--- src/rtl/load_store_unit.sv ---
// -----------------------------------------------------------------------------
// load_store_unit
//
// Data-memory stage that sits behind the single-cycle decode/execute stage.
// It accepts one load/store request at a time and drives a word-addressed DMEM
// bus with a req/ack handshake. Loads come back aligned and sign- or
// zero-extended. A stall output holds the core's PC and IR while a bus
// transaction is outstanding.
//
// Optional feature (compile-time macro LSU_TIMEOUT_EN):
//   When defined, a bus transaction that sees no mem_ack_i for TIMEOUT_CYCLES
//   cycles is aborted. The abort drops the request and pulses ls_fault_o.
//   When undefined, the BUS state waits for an ack indefinitely.
//
// Ports
//   clk_i          clock
//   rst_i          asynchronous, active-low reset
//   ls_valid_i     request strobe from the execute stage
//   ls_we_i        1 = store, 0 = load
//   ls_size_i      00 byte, 01 half, 10 word (11 illegal)
//   ls_unsigned_i  zero-extend loads (LBU/LHU)
//   ls_addr_i      byte address
//   ls_wdata_i     store data (rs2)
//   ls_rdata_o     formatted load data; holds until the next load completes
//   ls_done_o      one-cycle completion pulse
//   ls_fault_o     one-cycle pulse on misalign, illegal size or timeout
//   ls_busy_o      stall request to the core
//   mem_req_o      bus request
//   mem_we_o       bus write
//   mem_addr_o     word-aligned bus address
//   mem_wdata_o    lane-replicated store data
//   mem_be_o       byte write enables (all zero for loads)
//   mem_rdata_i    bus read data
//   mem_ack_i      bus acknowledge
// -----------------------------------------------------------------------------
module load_store_unit #(
    parameter int TIMEOUT_CYCLES = 16
) (
    input  logic        clk_i,
    input  logic        rst_i,
    input  logic        ls_valid_i,
    input  logic        ls_we_i,
    input  logic [1:0]  ls_size_i,
    input  logic        ls_unsigned_i,
    input  logic [31:0] ls_addr_i,
    input  logic [31:0] ls_wdata_i,
    output logic [31:0] ls_rdata_o,
    output logic        ls_done_o,
    output logic        ls_fault_o,
    output logic        ls_busy_o,
    output logic        mem_req_o,
    output logic        mem_we_o,
    output logic [31:0] mem_addr_o,
    output logic [31:0] mem_wdata_o,
    output logic [3:0]  mem_be_o,
    input  logic [31:0] mem_rdata_i,
    input  logic        mem_ack_i
);

    typedef enum logic {
        IDLE = 1'b0,
        BUS  = 1'b1
    } state_e;

    localparam logic [1:0] SIZE_BYTE = 2'b00;
    localparam logic [1:0] SIZE_HALF = 2'b01;
    localparam logic [1:0] SIZE_WORD = 2'b10;

    state_e      state_q, state_d;

    // Request attributes captured at accept time, used when the ack arrives.
    logic        we_q, we_d;
    logic [1:0]  size_q, size_d;
    logic        uns_q, uns_d;
    logic [1:0]  off_q, off_d;

    logic [31:0] rdata_q, rdata_d;
    logic        done_q, done_d;
    logic        fault_q, fault_d;
    logic        busy_q, busy_d;

    logic        req_q, req_d;
    logic        mem_we_q, mem_we_d;
    logic [31:0] addr_q, addr_d;
    logic [31:0] wdata_q, wdata_d;
    logic [3:0]  be_q, be_d;

`ifdef LSU_TIMEOUT_EN
    logic [7:0]  cnt_q, cnt_d;
`endif

    // -------------------------------------------------------------------------
    // Request decode (combinational on the incoming request)
    // -------------------------------------------------------------------------
    logic        req_illegal;
    logic [3:0]  req_be;
    logic [31:0] req_wdata;

    always_comb begin
        req_illegal = 1'b0;
        req_be      = 4'b0000;
        req_wdata   = ls_wdata_i;
        unique case (ls_size_i)
            SIZE_BYTE: begin
                req_be    = 4'b0001 << ls_addr_i[1:0];
                req_wdata = {4{ls_wdata_i[7:0]}};
            end
            SIZE_HALF: begin
                req_illegal = ls_addr_i[0];
                req_be      = 4'b0011 << ls_addr_i[1:0];
                req_wdata   = {2{ls_wdata_i[15:0]}};
            end
            SIZE_WORD: begin
                req_illegal = (ls_addr_i[1:0] != 2'b00);
                req_be      = 4'b1111;
            end
            default: begin
                req_illegal = 1'b1;
            end
        endcase
    end

    // -------------------------------------------------------------------------
    // Load formatting from the captured size/offset/sign attributes
    // -------------------------------------------------------------------------
    logic [7:0]  load_byte;
    logic [15:0] load_half;
    logic [31:0] load_fmt;

    always_comb begin
        load_byte = mem_rdata_i[{off_q, 3'b000} +: 8];
        load_half = mem_rdata_i[{off_q[1], 4'b0000} +: 16];
        unique case (size_q)
            SIZE_BYTE: load_fmt = {{24{load_byte[7] & ~uns_q}}, load_byte};
            SIZE_HALF: load_fmt = {{16{load_half[15] & ~uns_q}}, load_half};
            default:   load_fmt = mem_rdata_i;
        endcase
    end

    // -------------------------------------------------------------------------
    // Next-state logic
    // -------------------------------------------------------------------------
    // NOTE: every signal is given a default before the case statement. A path
    // that leaves a combinational output unassigned would otherwise infer a latch.
    always_comb begin
        state_d  = state_q;
        we_d     = we_q;
        size_d   = size_q;
        uns_d    = uns_q;
        off_d    = off_q;
        rdata_d  = rdata_q;
        done_d   = 1'b0;
        fault_d  = 1'b0;
        busy_d   = busy_q;
        req_d    = req_q;
        mem_we_d = mem_we_q;
        addr_d   = addr_q;
        wdata_d  = wdata_q;
        be_d     = be_q;
`ifdef LSU_TIMEOUT_EN
        cnt_d    = cnt_q;
`endif

        unique case (state_q)
            IDLE: begin
                if (ls_valid_i) begin
                    we_d   = ls_we_i;
                    size_d = ls_size_i;
                    uns_d  = ls_unsigned_i;
                    off_d  = ls_addr_i[1:0];
                    if (req_illegal) begin
                        // Bad requests never reach the bus; report and stay idle.
                        fault_d = 1'b1;
                    end else begin
                        state_d  = BUS;
                        req_d    = 1'b1;
                        busy_d   = 1'b1;
                        mem_we_d = ls_we_i;
                        addr_d   = {ls_addr_i[31:2], 2'b00};
                        wdata_d  = req_wdata;
                        // Byte enables qualify writes only; loads fetch the whole word.
                        be_d     = ls_we_i ? req_be : 4'b0000;
`ifdef LSU_TIMEOUT_EN
                        cnt_d    = 8'd0;
`endif
                    end
                end
            end

            BUS: begin
                if (mem_ack_i) begin
                    state_d = IDLE;
                    req_d   = 1'b0;
                    busy_d  = 1'b0;
                    done_d  = 1'b1;
                    if (!we_q) begin
                        rdata_d = load_fmt;
                    end
`ifdef LSU_TIMEOUT_EN
                end else if (cnt_q == 8'(TIMEOUT_CYCLES - 1)) begin
                    // The limit is checked only when no ack is present, so an
                    // ack arriving in the last allowed cycle still completes.
                    state_d = IDLE;
                    req_d   = 1'b0;
                    busy_d  = 1'b0;
                    fault_d = 1'b1;
                end else begin
                    cnt_d = cnt_q + 8'd1;
`endif
                end
            end

            default: begin
                state_d = IDLE;
            end
        endcase
    end

    // -------------------------------------------------------------------------
    // State registers
    // -------------------------------------------------------------------------
    // NOTE: sequential state uses non-blocking assignments. Every register
    // then updates from values sampled before the edge, whatever order the
    // statements appear in.
    always_ff @(posedge clk_i or negedge rst_i) begin
        if (!rst_i) begin
            state_q  <= IDLE;
            we_q     <= 1'b0;
            size_q   <= 2'b00;
            uns_q    <= 1'b0;
            off_q    <= 2'b00;
            rdata_q  <= 32'd0;
            done_q   <= 1'b0;
            fault_q  <= 1'b0;
            busy_q   <= 1'b0;
            req_q    <= 1'b0;
            mem_we_q <= 1'b0;
            addr_q   <= 32'd0;
            wdata_q  <= 32'd0;
            be_q     <= 4'b0000;
`ifdef LSU_TIMEOUT_EN
            cnt_q    <= 8'd0;
`endif
        end else begin
            state_q  <= state_d;
            we_q     <= we_d;
            size_q   <= size_d;
            uns_q    <= uns_d;
            off_q    <= off_d;
            rdata_q  <= rdata_d;
            done_q   <= done_d;
            fault_q  <= fault_d;
            busy_q   <= busy_d;
            req_q    <= req_d;
            mem_we_q <= mem_we_d;
            addr_q   <= addr_d;
            wdata_q  <= wdata_d;
            be_q     <= be_d;
`ifdef LSU_TIMEOUT_EN
            cnt_q    <= cnt_d;
`endif
        end
    end

    // All outputs are driven straight from registers.
    assign ls_rdata_o  = rdata_q;
    assign ls_done_o   = done_q;
    assign ls_fault_o  = fault_q;
    assign ls_busy_o   = busy_q;
    assign mem_req_o   = req_q;
    assign mem_we_o    = mem_we_q;
    assign mem_addr_o  = addr_q;
    assign mem_wdata_o = wdata_q;
    assign mem_be_o    = be_q;

endmodule

--- config.mk ---
export PLATFORM = sky130hd
export DESIGN_NAME = load_store_unit
export DESIGN_NICKNAME = d
export VERILOG_FILES = /design/src/rtl/load_store_unit.sv
export SDC_FILE = /design/constraint.sdc
export NUM_CORES = 1
export LEC_CHECK = 0
export BUFFER_PORTS_ARGS = -buffer_cell sky130_fd_sc_hd__buf_4
export CAP_MARGIN = 20
export CORE_MARGIN = 3
export CORE_UTILIZATION = 49
export DETAILED_ROUTE_END_ITERATION = 12
export PLACE_DENSITY = 0.81
export SKIP_CTS_REPAIR_TIMING = 1
export SLEW_MARGIN = 10
export SYNTH_ARGS = -nofsm -noshare
export SYNTH_HDL_FRONTEND = slang
export SYNTH_SLANG_ARGS = --single-unit
--- constraint.sdc ---
create_clock -name clk_i -period 1.9 [get_ports clk_i]
set_input_delay 0.285 -clock clk_i [delete_from_list [all_inputs] [get_ports clk_i]]
set_output_delay 0.285 -clock clk_i [all_outputs]
set_load 0.01 [all_outputs]
======== Word level (Yosys, flattened, before mapping) ========
Cells that the tools add are included.
storage, ports and cells
  register bits after elaboration ......... 109
  input bits .............................. 104
  logic and storage cells ................. 54
operators by class
  eq/ne operators ......................... 6
  shift-type cells ........................ 4
  mux-type cells .......................... 18
  bitwise gates (word level) .............. 6
  reductions and logical operators ........ 7
operators with widths
  cell                                                                number
  32-bit one-hot mux with 2 select lines                              2
  32-bit by 6-bit variable part select with 16-bit output             1
  32-bit by 6-bit variable part select with 8-bit output              1
  4-bit one-hot mux with 3 select lines                               1
  1-bit two-way mux                                                   11
  3-bit AND reduction                                                 3
  2-bit inequality test (second input constant)                       3
  2-bit by 1-bit == test with 1-bit output (second input constant)    2
  2-bit logical NOT                                                   2
  4-bit two-way mux                                                   1
  1-bit NOT                                                           4
  1-bit one-hot mux with 2 select lines                               2
  1-bit by 2-bit left shift with 4-bit output (first input constant)  1
  2-bit by 2-bit left shift with 4-bit output (first input constant)  1
  1-bit one-hot mux with 3 select lines                               1
  1-bit AND                                                           2
  2-bit == test (second input constant)                               1
  2-bit AND reduction                                                 1
  2-bit nonzero test                                                  1

======== Longest topological paths before layout ========
Gate-level depths: netlist of the first run.
  word-level depth ........................ 5
  gate-level depth with buffers ........... 6

======== Worst setup path before layout of the first run ========
Ideal clock, no wire load.
  path kind ............................... reg2reg
  from .................................... register state_q
  to ...................................... register wdata_q[25], in the netlist mem_wdata_o[25]
  library setup time ...................... 0.125 ns
  arrival time ............................ 1.337 ns
  data required time ...................... 1.775 ns
  setup slack ............................. 0.437 ns
  cell stages (with the launch flop) ...... 7
  path buffers ............................ 3
  period minus slack after synthesis ...... 1.463 ns
  cells stage by stage .................... dfrtp_1 nor2b_1 buf_4 nand3_4 buf_6 buf_6 mux2_4
on the way
  word-level cells in the longest chain between the ends .. 2
ends and longest elaborated chain
  element                               RTL line  RTL
  start, declared                       69        state_e state_q, state_d;
  start signal, assigned                245       state_q <= state_d;
  1-bit NOT (no source line)            --
  3-bit AND reduction (no source line)  --
  end signal, assigned                  257       wdata_q <= wdata_d;
  end, declared                         85        logic [31:0] wdata_q, wdata_d;
No other way between the ends.
A chain may end at the register's enable or synchronous reset.

======== Worst setup path in the final report of the first run ========
  from .................................... register off_q[1]
  to ...................................... register rdata_q[30], in the netlist ls_rdata_o[30]
on the way
  word-level cells in the longest chain between the ends .. 3
ends and longest elaborated chain
  element                                                                                                                                   RTL line  RTL
  start, declared                                                                                                                           75        logic [1:0] off_q, off_d;
  start signal, assigned                                                                                                                    231       off_q <= 2'b00;
  start signal, assigned                                                                                                                    249       off_q <= off_d;
  32-bit by 6-bit variable part select with 16-bit output / 32-bit by 6-bit variable part select with 8-bit output (equally long branches)  132, 131
  1-bit AND, on equally long branches                                                                                                       135, 134
  32-bit one-hot mux with 2 select lines *                                                                                                  133       unique case (size_q)
  end signal, assigned                                                                                                                      250       rdata_q <= rdata_d;
  end, declared                                                                                                                             77        logic [31:0] rdata_q, rdata_d;
Every way passes the cells marked *; elsewhere a longest branch is shown, timed or not.

==> results of run 1 <==
flip-flops by register name (all words and copies together), names as in the netlist, 2 cells and up:
register and cells:
ls_rdata_o 32, off_q 2, mem_wdata_o 32, mem_addr_o 30, size_q 2, mem_be_o 4
worst max path at each step:
stage | startpoint | end | slack, ns
floorplan | state_q | mem_wdata_o[25] | 0.44
global placement | off_q[1] | ls_rdata_o[21] | 0.26
detailed placement | off_q[1] | ls_rdata_o[30] | 0.18
CTS | off_q[1] | ls_rdata_o[30] | 0.16
global route | off_q[1] | ls_rdata_o[18] | 0.06
finish | off_q[1] | ls_rdata_o[30] | 0.13
cells by family after synthesis:
kind of cell / share of synthesized area
muxes: 0.272
DFF: 0.524
and+or+nand+nor: 0.0740
AOI/OAI and AO/OA: 0.0892
buffers and inverters: 0.0399
other: 0.000720
synth_stat cells (2+ instances only):
cell type and count:
nor2_1 23, buf_2 13, nor2b_1 3, nand2_1 21, o22ai_1 16, o211ai_1 4
a31oi_1 12, buf_4 7, inv_1 5, o21ai_2 2, clkbuf_1 10, mux2_4 5
a22oi_1 3, dfrtp_1 109, and3b_1 2, mux2i_1 25, mux2_2 95, or3_1 4
nand2b_1 9, buf_6 3, a21oi_1 16, nand3_1 5, o21ai_0 13
report_power, final:
part / leakage [nW] / internal, mW / switching (mW)
combinational: 1.96 / 1.80 / 1.38
sequential: 1.29 / 3.08 / 0.493
clock: 0.0899 / 0.649 / 0.759
area by class of cell:
type                    count  area share
flip-flops and latches    109       0.385
multi-input cells         278       0.321
repair buffers            219       0.241
well taps                 133      0.0235
clock buffers              13      0.0210
clock inverters             3     0.00635
inverters                   5     0.00265
worst max-delay path, stage by stage, from the launching register on:
cell     delay, ns
dfrtp_1       0.59
mux2_2        0.43
mux2i_4       0.43
o22ai_1       0.18
layout by cell type (no fill, tap or decap), drive strengths merged, types with 13 or more instances in the layout:
master,count
a21oi,16
a31oi,13
buf,218
clkbuf,13
dfrtp,109
mux2,100
mux2i,26
nand2,21
nor2,24
o21ai,15
o22ai,16
layer usage:
layer  wire, microns  part of all wire  track usage  vias to the layer above
li1                -                 -            -                     1910
met1            5410              0.40        0.288                     2030
met2            6660              0.49        0.386                      179
met3            1360             0.099       0.0728                       16
met4             261             0.019       0.0938                        0
met5               0                 0            0                        -
metrics by stage:
step,std cells,worst slack [ns],hold slack [ns]
2_1_floorplan,425,0.437,-0.0106
3_3_place_gp,743,0.260,0.225
3_5_place_dp,743,0.182,0.227
4_1_cts,759,0.161,-0.180
5_1_grt,760,0.0599,0.124
6_report,760,0.133,0.137
==> flow_metrics.tcl, run 1 <==
set metrics [dict create \
    gp_congestion 0.846 \
    dp_hpwl_microns 10300 \
    drt_iter0_drc 267 \
    area_growth_pct 36.2 \
    outcome "complete, no violations" \
    min_to "state_q" \
    multi_input_area_sq_um 2270 \
    ir_drop_uv 607 \
    grt_max_degree 52 \
    grt_pass1_vias 4368 \
    power_mw 8.17 \
    grt_pass1_wl_microns 21700 \
    num_vias 4135 \
    power_density_nw_per_um2 1150 \
    cts_tree "yes" \
    netlist.area_leader.share 0.524 \
    htreeDepth 3 \
    worst_slew_pin_slew_ns 0.612 \
    clk_pin_slew_ns 0.10 \
    post-route-drc-count 0 \
    antenna_found_initial 0 \
    placed_area_sq_um 6890 \
    antenna_cells 0 \
    port_buffers 206 \
    wire_per_inst_microns 18.0 \
    final_area_sq_um 7090 \
    min_path_type "input port to register" \
    drive_gt1_frac 0.541 \
    overflow 0 \
    setup-violations-final 0 \
    synth-seq-cells 109 \
    grt_setup_unrepaired "false" \
    clock_sinks 109 \
    vias_per_cell 5.44 \
    r2r_setup_slack_ns 0.13 \
    setup_tns_ns 0 \
    finClkSkew_ns 0.00584 \
    min_from "mem_ack_i" \
    hold_depth 2 \
    cts_buffers 9 \
    crit_path_end_kind "register" \
    dr.pass1.iters 4 \
    synth_area_leaders "dfrtp_1 52%, mux2_2 21%, mux2i_1 4.8%" \
    rows 36 \
    clockBufferDepth 2 \
    finalNetCount 726 \
    die_x_microns 109 \
    finish.utilization 0.706 \
    maxSlewViolCount 0 \
    wl_microns 13700 \
    period_share 0.930 \
    initial_utilization 0.518 \
    n_fill_cell 730 \
    relSlewSlack 0.591 \
    cp-start-kind "register" \
    synthCells 424 \
    p_leak_nw 3.34 \
    die_area_sq_um 11900 \
    grtUsageTotal 0.235 \
    ys.flop_type "dfrtp_1" \
    r2r_end "ls_rdata_o[30]" \
    fp.dieH_microns 109 \
    critical_path_arrival_ns 2.00 \
    yosys.area.top_type "dfrtp_1" \
    worst-r2r-cell-count 3 \
    root_buffer "clkbuf_8" \
    async_flop_share 1.00 \
    synth.distinct_cells 42 \
    synth_area_sq_um 5210 \
    drv_cap 0 \
    fmax_ghz 0.566 \
    ios 209 \
    yosysWarnings 0 \
    r2r_start "off_q[1]" \
    synth-edff-count 0 \
    synth_seq_area_share 0.524 \
    worstSkewPairLatency_ns 0.36 \
    core_sq_um 10000 \
    regArea_sq_um 2730 \
    worstPathRequired_ns 2.13 \
    criticalPathCategory "register to register" \
    crit_fanout 16 \
    postRouteAntennaNets 0 \
    period_minus_slack_ns 1.77 \
    syn_avg_cell_area_sq_um 12.3 \
    hold_violations 0 \
]
Note: power is estimated with default switching activity, not from simulation.
==> run 2: changes to the inputs <==
--- a/config.mk
+++ b/config.mk
@@ -7,10 +7,10 @@
 export LEC_CHECK = 0
 export BUFFER_PORTS_ARGS = -buffer_cell sky130_fd_sc_hd__buf_4
 export CAP_MARGIN = 20
-export CORE_MARGIN = 3
+export CORE_MARGIN = 4
 export CORE_UTILIZATION = 49
 export DETAILED_ROUTE_END_ITERATION = 12
-export PLACE_DENSITY = 0.81
+export PLACE_DENSITY_LB_ADDON = 0.25
 export SKIP_CTS_REPAIR_TIMING = 1
 export SLEW_MARGIN = 10
 export SYNTH_ARGS = -nofsm -noshare
==> run 2 against run 1 <==
Net effect: the run now ends with hold timing left; sequential share of layout area grew 0.12 points; worst setup slack gained 0.11 ns; non-clock buffer count decreased by 1; combinational power about the same; fmax is 6.4% higher; final cell count increased by 0.26%; routed wire length shrank 1.4%; die area increased by 3.7%; count of clock-buffer cells in the layout fell by 4; register-to-register slack better by 0.11 ns; clock skew is 0.0064 ns higher; first-iteration DRC count fell by 19%.
==> flow_metrics.tcl, run 2 (same netlist as run 1, synthesis figures left out) <==
set metrics [dict create \
    drive_gt1_frac 0.546 \
    core_sq_um 10300 \
    ir_drop_uv 594 \
    cp-start-kind "register" \
    antenna_cells 0 \
    power_density_nw_per_um2 1150 \
    rows 37 \
    grt_setup_unrepaired "false" \
    final_cell_mix "214 x buf_4, 109 x dfrtp_1, 95 x mux2_2" \
    violations "hold timing" \
    post-route-drc-count 0 \
    period_minus_slack_ns 1.66 \
    ios 209 \
    hold_ws_ns -0.0382 \
    cp_top_family "multiplexers" \
    postRouteAntennaNets 0 \
    finClkSkew_ns 0.0122 \
    critical_path_arrival_ns 1.90 \
    min_path_type "input port to asynchronous set/reset pin" \
    finish.utilization 0.685 \
    critical-path-max-stage-delay_ns 0.47 \
    die_area_sq_um 12300 \
    r2r_setup_slack_ns 0.24 \
    period_share 0.874 \
    initial_utilization 0.504 \
    hold_violations 27 \
    worst-r2r-cell-count 3 \
    grt_max_degree 110 \
    dp_cells 746 \
    die_x_microns 111 \
    final_cells 762 \
    path_cells "mux2_2 > mux2i_4 > o22ai_1" \
    gp_congestion 0.842 \
    antenna_found_initial 0 \
    pre_cts_ws_ns 0.252 \
    r2r_end "ls_rdata_o[19]" \
    worstSkewPairLatency_ns 0.37 \
    clockBufferDepth 2 \
    root_buffer "clkbuf_8" \
    r2r_start "off_q[1]" \
    cts_tree "yes" \
    relSlewSlack 0.564 \
    maxSlewViolCount 0 \
    htreeDepth 3 \
    outcome "finished with violations" \
    port_buffers 206 \
    overflow 0 \
    vias_per_cell 5.43 \
    clk_pin_slew_ns 0.11 \
    finalNetCount 725 \
    wl_microns 13500 \
    placed_area_sq_um 6880 \
    p_leak_nw 3.33 \
    grt_pass1_wl_microns 22200 \
    drv_cap 0 \
    dr.pass1.iters 4 \
    power_mw 8.11 \
    fmax_ghz 0.602 \
    cts_buffers 9 \
    final_area_sq_um 7070 \
    crit_fanout 16 \
    setup_tns_ns 0 \
    wire_per_inst_microns 17.7 \
    path_buf_inv 0 \
    criticalPathCategory "register to register" \
    dp_hpwl_microns 9860 \
    setup-violations-final 0 \
    area_growth_pct 35.8 \
    grt_pass1_vias 4370 \
    num_vias 4137 \
    layout.cells.most_common "buf_4" \
    grtUsageTotal 0.217 \
    worstPathRequired_ns 2.14 \
    drt_iter0_drc 216 \
    layout_setup_ws_ns 0.239 \
    worst_path_max_delay_cell "dfrtp_1" \
    crit_path_end_kind "register" \
    worst_slew_pin_slew_ns 0.654 \
    clock_sinks 109 \
    fp.dieH_microns 111 \
]
==> run 2: changes by cell type in the layout (fill, tap and decap cells not counted), sizes merged <==
cell         previous run  this run
clkbuf                 13         9
bufinv                  1         0
inv                     5         8
dlygate4sd3             1         0
clkinv                  0         2
==> run 2: where the power goes <==
part,switching [mW],total [mW],internal [mW]
clock,0.852,1.36,0.510
combinational,1.41,3.21,1.80
sequential,0.460,3.54,3.08
==> run 2: worst register-to-register path: stages, from the launching register on <==
cell and delay [ns]:
dfrtp_1 0.47, mux2_2 0.41, mux2i_4 0.46, o22ai_1 0.19
==> run 2: how the worst max path moves through the flow <==
stage,start,to,slack (ns),cells past startpoint
CTS,off_q[1],ls_rdata_o[20],0.26,3
global route,off_q[1],ls_rdata_o[19],0.17,3
floorplan,state_q,mem_wdata_o[25],0.44,6
finish,off_q[1],ls_rdata_o[19],0.24,3
detailed placement,ls_size_i[0],mem_wdata_o[14],0.25,4
global placement,ls_size_i[0],mem_wdata_o[14],0.28,4
==> run 2: area by class of cell <==
| cell class | instances | area [sq um] |
|---|---|---|
| multi-input combinational | 278 | 2270 |
| inverter | 5 | 18.8 |
| fill | 806 | 3260 |
| sequential | 109 | 2730 |
| clock buffer | 9 | 124 |
| timing repair buffer | 218 | 1690 |
| tap | 136 | 170 |
| clock inverter | 7 | 66.3 |
==> run 2: layer usage <==
| metal | part of all wire | track usage | vias up |
|---|---|---|---|
| met5 | 0 | 0 | - |
| met4 | 0.021 | 0.0754 | 0 |
| met3 | 0.082 | 0.0650 | 20 |
| met2 | 0.50 | 0.350 | 159 |
| met1 | 0.40 | 0.281 | 2049 |
| li1 | - | - | 1909 |
